## src/rtl/core_ctrl.sv

```systemverilog
// rtl/core_ctrl.sv - per-layer instruction sequencer driving core.inst
// Walks weight load, weight push, activation load, execute and ofifo drain for every kernel index.
module core_ctrl #(
  parameter int row     = 8,
  parameter int col     = 8,
  parameter int len_kij = 9,
  parameter int len_nij = 36,
  parameter int a_base  = 0,
  parameter int w_base  = 64,
  parameter int p_base  = 0
) (
  input  logic        clk,
  input  logic        reset,
  input  logic        start,
  input  logic        ofifo_valid,
  output logic [33:0] inst,
  output logic        busy,
  output logic        done,
  output logic [3:0]  kij
);

  typedef enum logic [2:0] {
    IDLE, WLOAD, KLOAD, KWAIT, ALOAD, EXEC, DRAIN, FIN
  } state_t;

  localparam logic [33:0] IDLE_WORD = 34'h1_800C_0000;
  localparam logic [10:0] ROW       = 11'(row);
  localparam logic [10:0] COL       = 11'(col);
  localparam logic [10:0] NIJ       = 11'(len_nij);
  localparam logic [10:0] ABASE     = 11'(a_base);
  localparam logic [10:0] WBASE     = 11'(w_base);
  localparam logic [10:0] PBASE     = 11'(p_base);
  localparam logic [3:0]  LAST_KIJ  = 4'(len_kij - 1);

  state_t      state, state_n;
  logic [10:0] cnt, cnt_n;
  logic [10:0] ocnt, ocnt_n;
  logic [3:0]  kij_n;
  logic [33:0] inst_n;
  logic [10:0] w_addr;

  // All address math is 11 bits and wraps silently.
  assign w_addr = WBASE + 11'(kij) * COL + cnt;

  always_comb begin
    state_n = state;
    cnt_n   = cnt + 11'd1;
    ocnt_n  = ocnt;
    kij_n   = kij;
    inst_n  = IDLE_WORD;
    case (state)
      IDLE: begin
        cnt_n = '0;
        if (start) begin
          state_n = WLOAD;
          kij_n   = '0;
        end
      end
      WLOAD: begin
        if (cnt < COL) begin
          inst_n[19]   = 1'b0;
          inst_n[17:7] = w_addr;
        end
        if (cnt != '0) inst_n[2] = 1'b1;
        if (cnt == COL) begin
          state_n = KLOAD;
          cnt_n   = '0;
        end
      end
      KLOAD: begin
        inst_n[3] = 1'b1;
        inst_n[0] = 1'b1;
        if (cnt == COL - 11'd1) begin
          state_n = KWAIT;
          cnt_n   = '0;
        end
      end
      KWAIT: begin
        if (cnt == ROW - 11'd1) begin
          state_n = ALOAD;
          cnt_n   = '0;
        end
      end
      ALOAD: begin
        if (cnt < NIJ) begin
          inst_n[19]   = 1'b0;
          inst_n[17:7] = ABASE + cnt;
        end
        if (cnt != '0) inst_n[2] = 1'b1;
        if (cnt == NIJ) begin
          state_n = EXEC;
          cnt_n   = '0;
        end
      end
      EXEC: begin
        inst_n[3] = 1'b1;
        inst_n[1] = 1'b1;
        if (cnt == NIJ - 11'd1) begin
          state_n = DRAIN;
          cnt_n   = '0;
          ocnt_n  = '0;
        end
      end
      DRAIN: begin
        cnt_n = cnt;
        if (ocnt == NIJ) begin
          cnt_n  = '0;
          ocnt_n = '0;
          if (kij == LAST_KIJ) begin
            state_n = FIN;
          end else begin
            kij_n   = kij + 4'd1;
            state_n = WLOAD;
          end
        // inst[6] is last cycle's read; skipping after a read absorbs the valid lag.
        end else if (ofifo_valid && !inst[6]) begin
          inst_n[33]    = (kij != 4'd0);
          inst_n[32]    = 1'b0;
          inst_n[31]    = 1'b0;
          inst_n[30:20] = PBASE + ocnt;
          inst_n[6]     = 1'b1;
          ocnt_n        = ocnt + 11'd1;
        end
      end
      FIN: begin
        state_n = IDLE;
        cnt_n   = '0;
      end
      default: begin
        state_n = IDLE;
        cnt_n   = '0;
      end
    endcase
  end

  always_ff @(posedge clk) begin
    if (reset) begin
      state <= IDLE;
      cnt   <= '0;
      ocnt  <= '0;
      kij   <= '0;
      inst  <= IDLE_WORD;
      busy  <= 1'b0;
      done  <= 1'b0;
    end else begin
      state <= state_n;
      cnt   <= cnt_n;
      ocnt  <= ocnt_n;
      kij   <= kij_n;
      inst  <= inst_n;
      busy  <= (state_n != IDLE);
      done  <= (state == FIN);
    end
  end

endmodule

```

## config.mk

```make
export PLATFORM = sky130hd
export DESIGN_NAME = core_ctrl
export DESIGN_NICKNAME = d
export VERILOG_FILES = /design/src/rtl/core_ctrl.sv
export SDC_FILE = /design/constraint.sdc
export NUM_CORES = 1
export LEC_CHECK = 0
export ABC_AREA = 1
export CAP_MARGIN = 10
export CORE_MARGIN = 4
export CORE_UTILIZATION = 55
export CTS_CLUSTER_DIAMETER = 50
export DETAILED_ROUTE_END_ITERATION = 7
export DONT_BUFFER_PORTS = 1
export HOLD_SLACK_MARGIN = 0.06
export PLACE_DENSITY = 0.81
export REMOVE_ABC_BUFFERS = 1
export SYNTH_ARGS = -nofsm -noshare
export SYNTH_HDL_FRONTEND = slang
export SYNTH_SLANG_ARGS = --single-unit
```

## constraint.sdc

```tcl
create_clock -name clk -period 4.3 [get_ports clk]
set_input_delay 0.86 -clock clk [delete_from_list [all_inputs] [get_ports clk]]
set_output_delay 0.86 -clock clk [all_outputs]
set_load 0.005 [all_outputs]
```

Yosys cells after proc, flatten, opt, wreduce, memory -nomap -nowiden --
Cells that the tools add are included.
Storage, ports and cells: register bits 65, latch bits 0, RAM bits 0, ROM bits 0, bits of input ports 4, output and inout port bits 40, logic and storage cells 91, memories kept 0
Cells by class: $add $sub $neg 5, multiply operators 0, divide/modulo/power cells 0, magnitude comparators 2, equality and inequality tests 18, shifts and indexed selects 0, mux-type cells 35, bitwise logic cells 3, reductions and logical operators 17
Operators by type and width (count):
- 11-bit 2-to-1 mux | 10
- 11-bit one-hot mux with 6 select lines | 1
- 11-bit one-hot mux with 2 select lines | 2
- 11-bit by 6-bit equality test with 1-bit output (second input constant) | 3
- 3-bit 2-to-1 mux | 8
- 3-bit one-hot mux with 8 select lines | 1
- 11-bit by 1-bit adder with 11-bit output (second input constant) | 2
- 14-bit 2-to-1 mux | 1
- 3-bit equality test (second input constant) | 4
- 4-bit 2-to-1 mux | 3
- 8-bit by 11-bit adder with 11-bit output | 1
- 11-bit by 3-bit equality test with 1-bit output (second input constant) | 1
- 11-bit by 4-bit equality test with 1-bit output (second input constant) | 1
- 11-bit by 4-bit < comparator with 1-bit output (second input constant) | 1
- 11-bit by 6-bit < comparator with 1-bit output (second input constant) | 1
- 11-bit nonzero test | 1
- 2-bit OR reduction | 5
- 7-bit by 7-bit adder with 8-bit output (first input constant) | 1
- 2-bit inequality test (second input constant) | 4
- 4-bit one-hot mux with 2 select lines | 1
- 1-bit 2-to-1 mux | 7
- 3-bit by 2-bit equality test with 1-bit output (second input constant) | 2
- 4-bit by 1-bit adder with 4-bit output (second input constant) | 1
- 4-bit equality test (second input constant) | 1
- 14 further kinds | 17

Depth between registers and ports, before layout --
word-level depth 5, gate-level depth with buffers 11, mapped depth without buffers 11

Worst setup path after synthesis --
OpenSTA, ideal clock, no wires.
path type input-to-reg, start point in ofifo_valid, end point reg ocnt[1], setup time 0.121 ns, data arrival time 1.576 ns, required time 4.179 ns, setup slack 2.602 ns, stages on the path 8, path buffers 1, path through inv_1 -> nor3_2 -> nor2_2 -> nand2_4 -> nand2_4 -> buf_6 -> o21ai_1 -> nor2_1
On the way: longest elaborated chain between the ends 3
Ends and longest elaborated chain:
- start: declaration | line 15 | input logic ofifo_valid,
- 1-bit logical AND | line 116 | end else if (ofifo_valid && !inst[6]) begin
- 3-bit inequality test (no line)
- 3-bit AND reduction (no line)
- end signal: assignment | line 148 | ocnt <= ocnt_n;
- end: declaration | line 37 | logic [10:0] ocnt, ocnt_n;
Every way passes these cells. A chain may end at the register's enable or synchronous reset.

Worst setup path after layout --
start point reg cnt[6], end point reg inst[15]
On the way: longest elaborated chain between the ends 3, elaborated cells on any way between the ends 6, classes of those cells add/sub (1); order compare (2); mux (3)
Ends and longest elaborated chain:
- start: declaration | line 36 | logic [10:0] cnt, cnt_n;
- start signal: assignment | line 147 | cnt <= cnt_n;
- 8-bit by 11-bit adder with 11-bit output (tied with other cells) | line 43 | assign w_addr = WBASE + 11'(kij) * COL + cnt;
- 11-bit 2-to-1 mux (on tied branches) | line 60, 85
- 11-bit one-hot mux with 2 select lines (*) | line 51 | case (state)
- end signal: assignment | line 150 | inst <= inst_n;
- end: declaration | line 16 | output logic [33:0] inst,
Every way passes the cells marked *; elsewhere a longest branch is shown, timed or not.

==> flow_metrics.py <==
metrics = {
    "run_status": {
        "status": "finished, final reports clean",
    },
    "timing": {
        "max_slew_margin": 0.542,
        "fin_skew_ns": 0.00558,
        "finalCritPeriodShare": 0.452,
        "hold_viol_final": 0,
        "rsz0062_at_grt": "no",
        "finalCriticalPeriod_ns": 1.94,
        "setup_tns_ns": 0,
        "drv_slew": 0,
        "setup_ws_ns": 2.36,
        "fmax_ghz": 0.515,
        "finalSetupViolCount": 0,
        "worst_slew_pin_slew_ns": 0.687,
    },
    "global_route": {
        "grt_overflow": 0,
        "grt_pass1_wl_um": 12500,
        "grt_pass1_vias": 2745,
        "antenna_found_initial": 0,
        "grt_max_degree": 25,
        "track_usage": 0.212,
    },
    "setup_path": {
        "rrSetupSlack_ns": 2.36,
        "rr_endpoint": "inst[15]$_SDFF_PP0_",
        "crit_type": "reg2reg",
        "reg2regPathDepth": 10,
        "critPathLaunchType": "register",
        "reg2reg_from": "cnt[6]$_SDFFE_PP0N_",
        "crit_required_ns": 4.55,
        "cp-end-kind": "register",
        "startpoint": "cnt[6]$_SDFFE_PP0N_",
        "cp-endpoint": "inst[15]$_SDFF_PP0_",
        "arrival_ns": 2.19,
        "cp_max_fo": 7,
    },
    "cts": {
        "clk_latency_ns": 0.35,
        "cts_sinks": 61,
        "cts_tree": "yes",
        "holdBufCountCts": 0,
        "cts_resized": 0,
        "cts_root_buf": "clkbuf_8",
        "cts.path.max_buffers": 2,
        "htreeDepth": 3,
        "cts_buffers": 9,
        "clk_pin_slew_ns": 0.07,
        "cts_setup_buffers": 0,
    },
    "die": {
        "start_util": 0.584,
        "row_count": 27,
        "die_height_um": 85.4,
        "core_um2": 5640,
        "ios": 44,
        "die-area_um2": 7290,
        "die_x_um": 85.4,
    },
    "power": {
        "p_per_area_nw_per_um2": 340,
        "seq_power_share": 0.481,
        "switching_share": 0.241,
        "peakVddDrop_mv": 0.240,
        "finalPower_mw": 1.20,
        "p_sw_uw": 289,
        "power_frac_clock": 0.483,
        "p_comb_frac": 0.036,
        "power.internal_uw": 913,
        "p_leak_nw": 1.56,
    },
    "synth": {
        "synth_edf_count": 0,
        "synth_top_area_share": 0.371,
        "ys.flop_type": "dfxtp_1",
        "synth-simple-area-share": 0.361,
        "synth_mux_area_frac": 0,
        "yosys_warnings": 0,
        "yosys-top-cells-count": "nand2_1 (103), nor2_1 (72), inv_1 (62)",
        "ys_ff_latch": 61,
        "syn_inst": 474,
        "avgSynthCellArea_um2": 6.95,
        "synth_top_family_by_area": "simple AND/OR/NAND/NOR gates",
        "synth_compound_area_frac": 0.0737,
        "synth_top_area_cell": "dfxtp_1",
        "syn_area_um2": 3290,
        "ys_seq_area_frac": 0.371,
        "synth_xor_area_frac": 0.0262,
        "yosysUniqueCellTypes": 38,
        "synthAdderAreaFrac": 0.0630,
        "yosys.cell_count.top_type": "nand2_1",
        "ys_top_cells_by_area": "dfxtp_1 (37%), nand2_1 (12%), nor2_1 (8.2%), nand3_1 (7.4%), inv_1 (7.1%)",
        "async_flop_share": 0,
    },
    "placed_design": {
        "dpl.hpwl_um": 5190,
        "place_congestion": 0.929,
        "pre_cts_ws_ns": 2.05,
        "io_buffer_count": 0,
    },
    "detailed_routing": {
        "via_count": 3063,
        "routed_wl_um": 7370,
        "drtIter0Drc": 340,
        "drc_errors": 0,
        "wl_per_cell_um": 13.3,
        "avgViaCountPerCell": 5.54,
        "ant_nets": 0,
        "drtPass1Iterations": 5,
    },
    "layout": {
        "syn_to_final_growth_pct": 7.44,
        "drive_above_1_share": 0.0832,
        "n_antenna_cell": 0,
        "fin_nets": 496,
    },
    "min_path": {
        "worstHoldPathType": "reg2reg",
    },
    "flow_run": {
        "max_cap_violations": 0,
    },
}
## worst max-delay path, stage by stage (launching register included)
cell and delay, ns:
dfxtp_1 0.48, inv_2 0.11, ha_1 0.28, inv_1 0.04
ha_1 0.34, nand2_1 0.08, nor2_1 0.04, a211oi_1 0.24
o21ai_0 0.13, inv_1 0.06, nor2_1 0.04
## power groups by stage
stage | Combinational, mW | Sequential, mW | Clock [mW]
after floorplan | 0.0326 | 0.590 | 0
after global placement | 0.0398 | 0.592 | 0
after detailed placement | 0.0415 | 0.592 | 0
after CTS | 0.0425 | 0.579 | 0.588
after global routing | 0.0489 | 0.580 | 0.618
final | 0.0431 | 0.579 | 0.580
## worst min path at each step
stage,from,end,slack (ns),depth (start not counted)
6_report,ocnt[8]$_SDFFE_PP0P_,ocnt[8]$_SDFFE_PP0P_,0.46,2
5_1_grt,ocnt[8]$_SDFFE_PP0P_,ocnt[8]$_SDFFE_PP0P_,0.50,2
4_1_cts,ocnt[8]$_SDFFE_PP0P_,ocnt[8]$_SDFFE_PP0P_,0.46,2
3_5_place_dp,ocnt[8]$_SDFFE_PP0P_,ocnt[8]$_SDFFE_PP0P_,0.45,2
3_3_place_gp,ocnt[8]$_SDFFE_PP0P_,ocnt[8]$_SDFFE_PP0P_,0.45,2
2_1_floorplan,ocnt[8]$_SDFFE_PP0P_,ocnt[8]$_SDFFE_PP0P_,0.44,2
## metrics by stage
stage                     utilization  instances  hold slack, ns  area (um^2)
after floorplan                     -        465           0.439         3230
after global placement          0.588        537           0.447         3320
after detailed placement        0.588        537           0.450         3320
after CTS                       0.627        553           0.461         3540
after global routing            0.627        553           0.497         3540
final                           0.627        553           0.460         3540
## state kept, by name, summed over array words and instances, names as in the netlist
name   count
ocnt      11
kij        4
inst      30
cnt       11
done       1
busy       1
state      3
## cell usage in the layout, fill, tap and decap left out, types with 5 or more instances in the layout
cell type,netlist,layout
a21oi_1,16,16
clkbuf_8,0,9
conb_1,2,5
dfxtp_1,61,61
ha_1,15,15
inv_1,62,62
inv_2,5,5
nand2_1,103,103
nand3_1,49,49
nand4_1,11,11
nor2_1,72,72
nor3_1,10,10
o211ai_1,5,5
o21ai_0,13,13
xor2_1,7,7
## per-layer routing
metal	global-route usage	wire length, um	up-vias
li1	-	-	1513
met5	0	0	-
met4	0.0820	122	0
met2	0.297	3100	152
met3	0.0670	707	14
met1	0.300	3440	1384
## kinds of logic (layout without fill, tap and decap cells)
kind of cell / Yosys count / in the layout
buf+inv: 80 / 84
flops: 61 / 61
xor+xnor: 9 / 9
fa+ha+maj: 16 / 16
compound gates: 43 / 43
simple gates: 263 / 263
other cells: 2 / 5
## layout make-up
type,count,area (um^2)
Inverter,68,260
Fill cell,481,2100
Multi-Input combinational cell,336,1750
Sequential cell,61,1220
Clock buffer,9,124
Clock inverter,7,98.8
Tap cell,72,90.1
(Power assumes the default switching activity.)
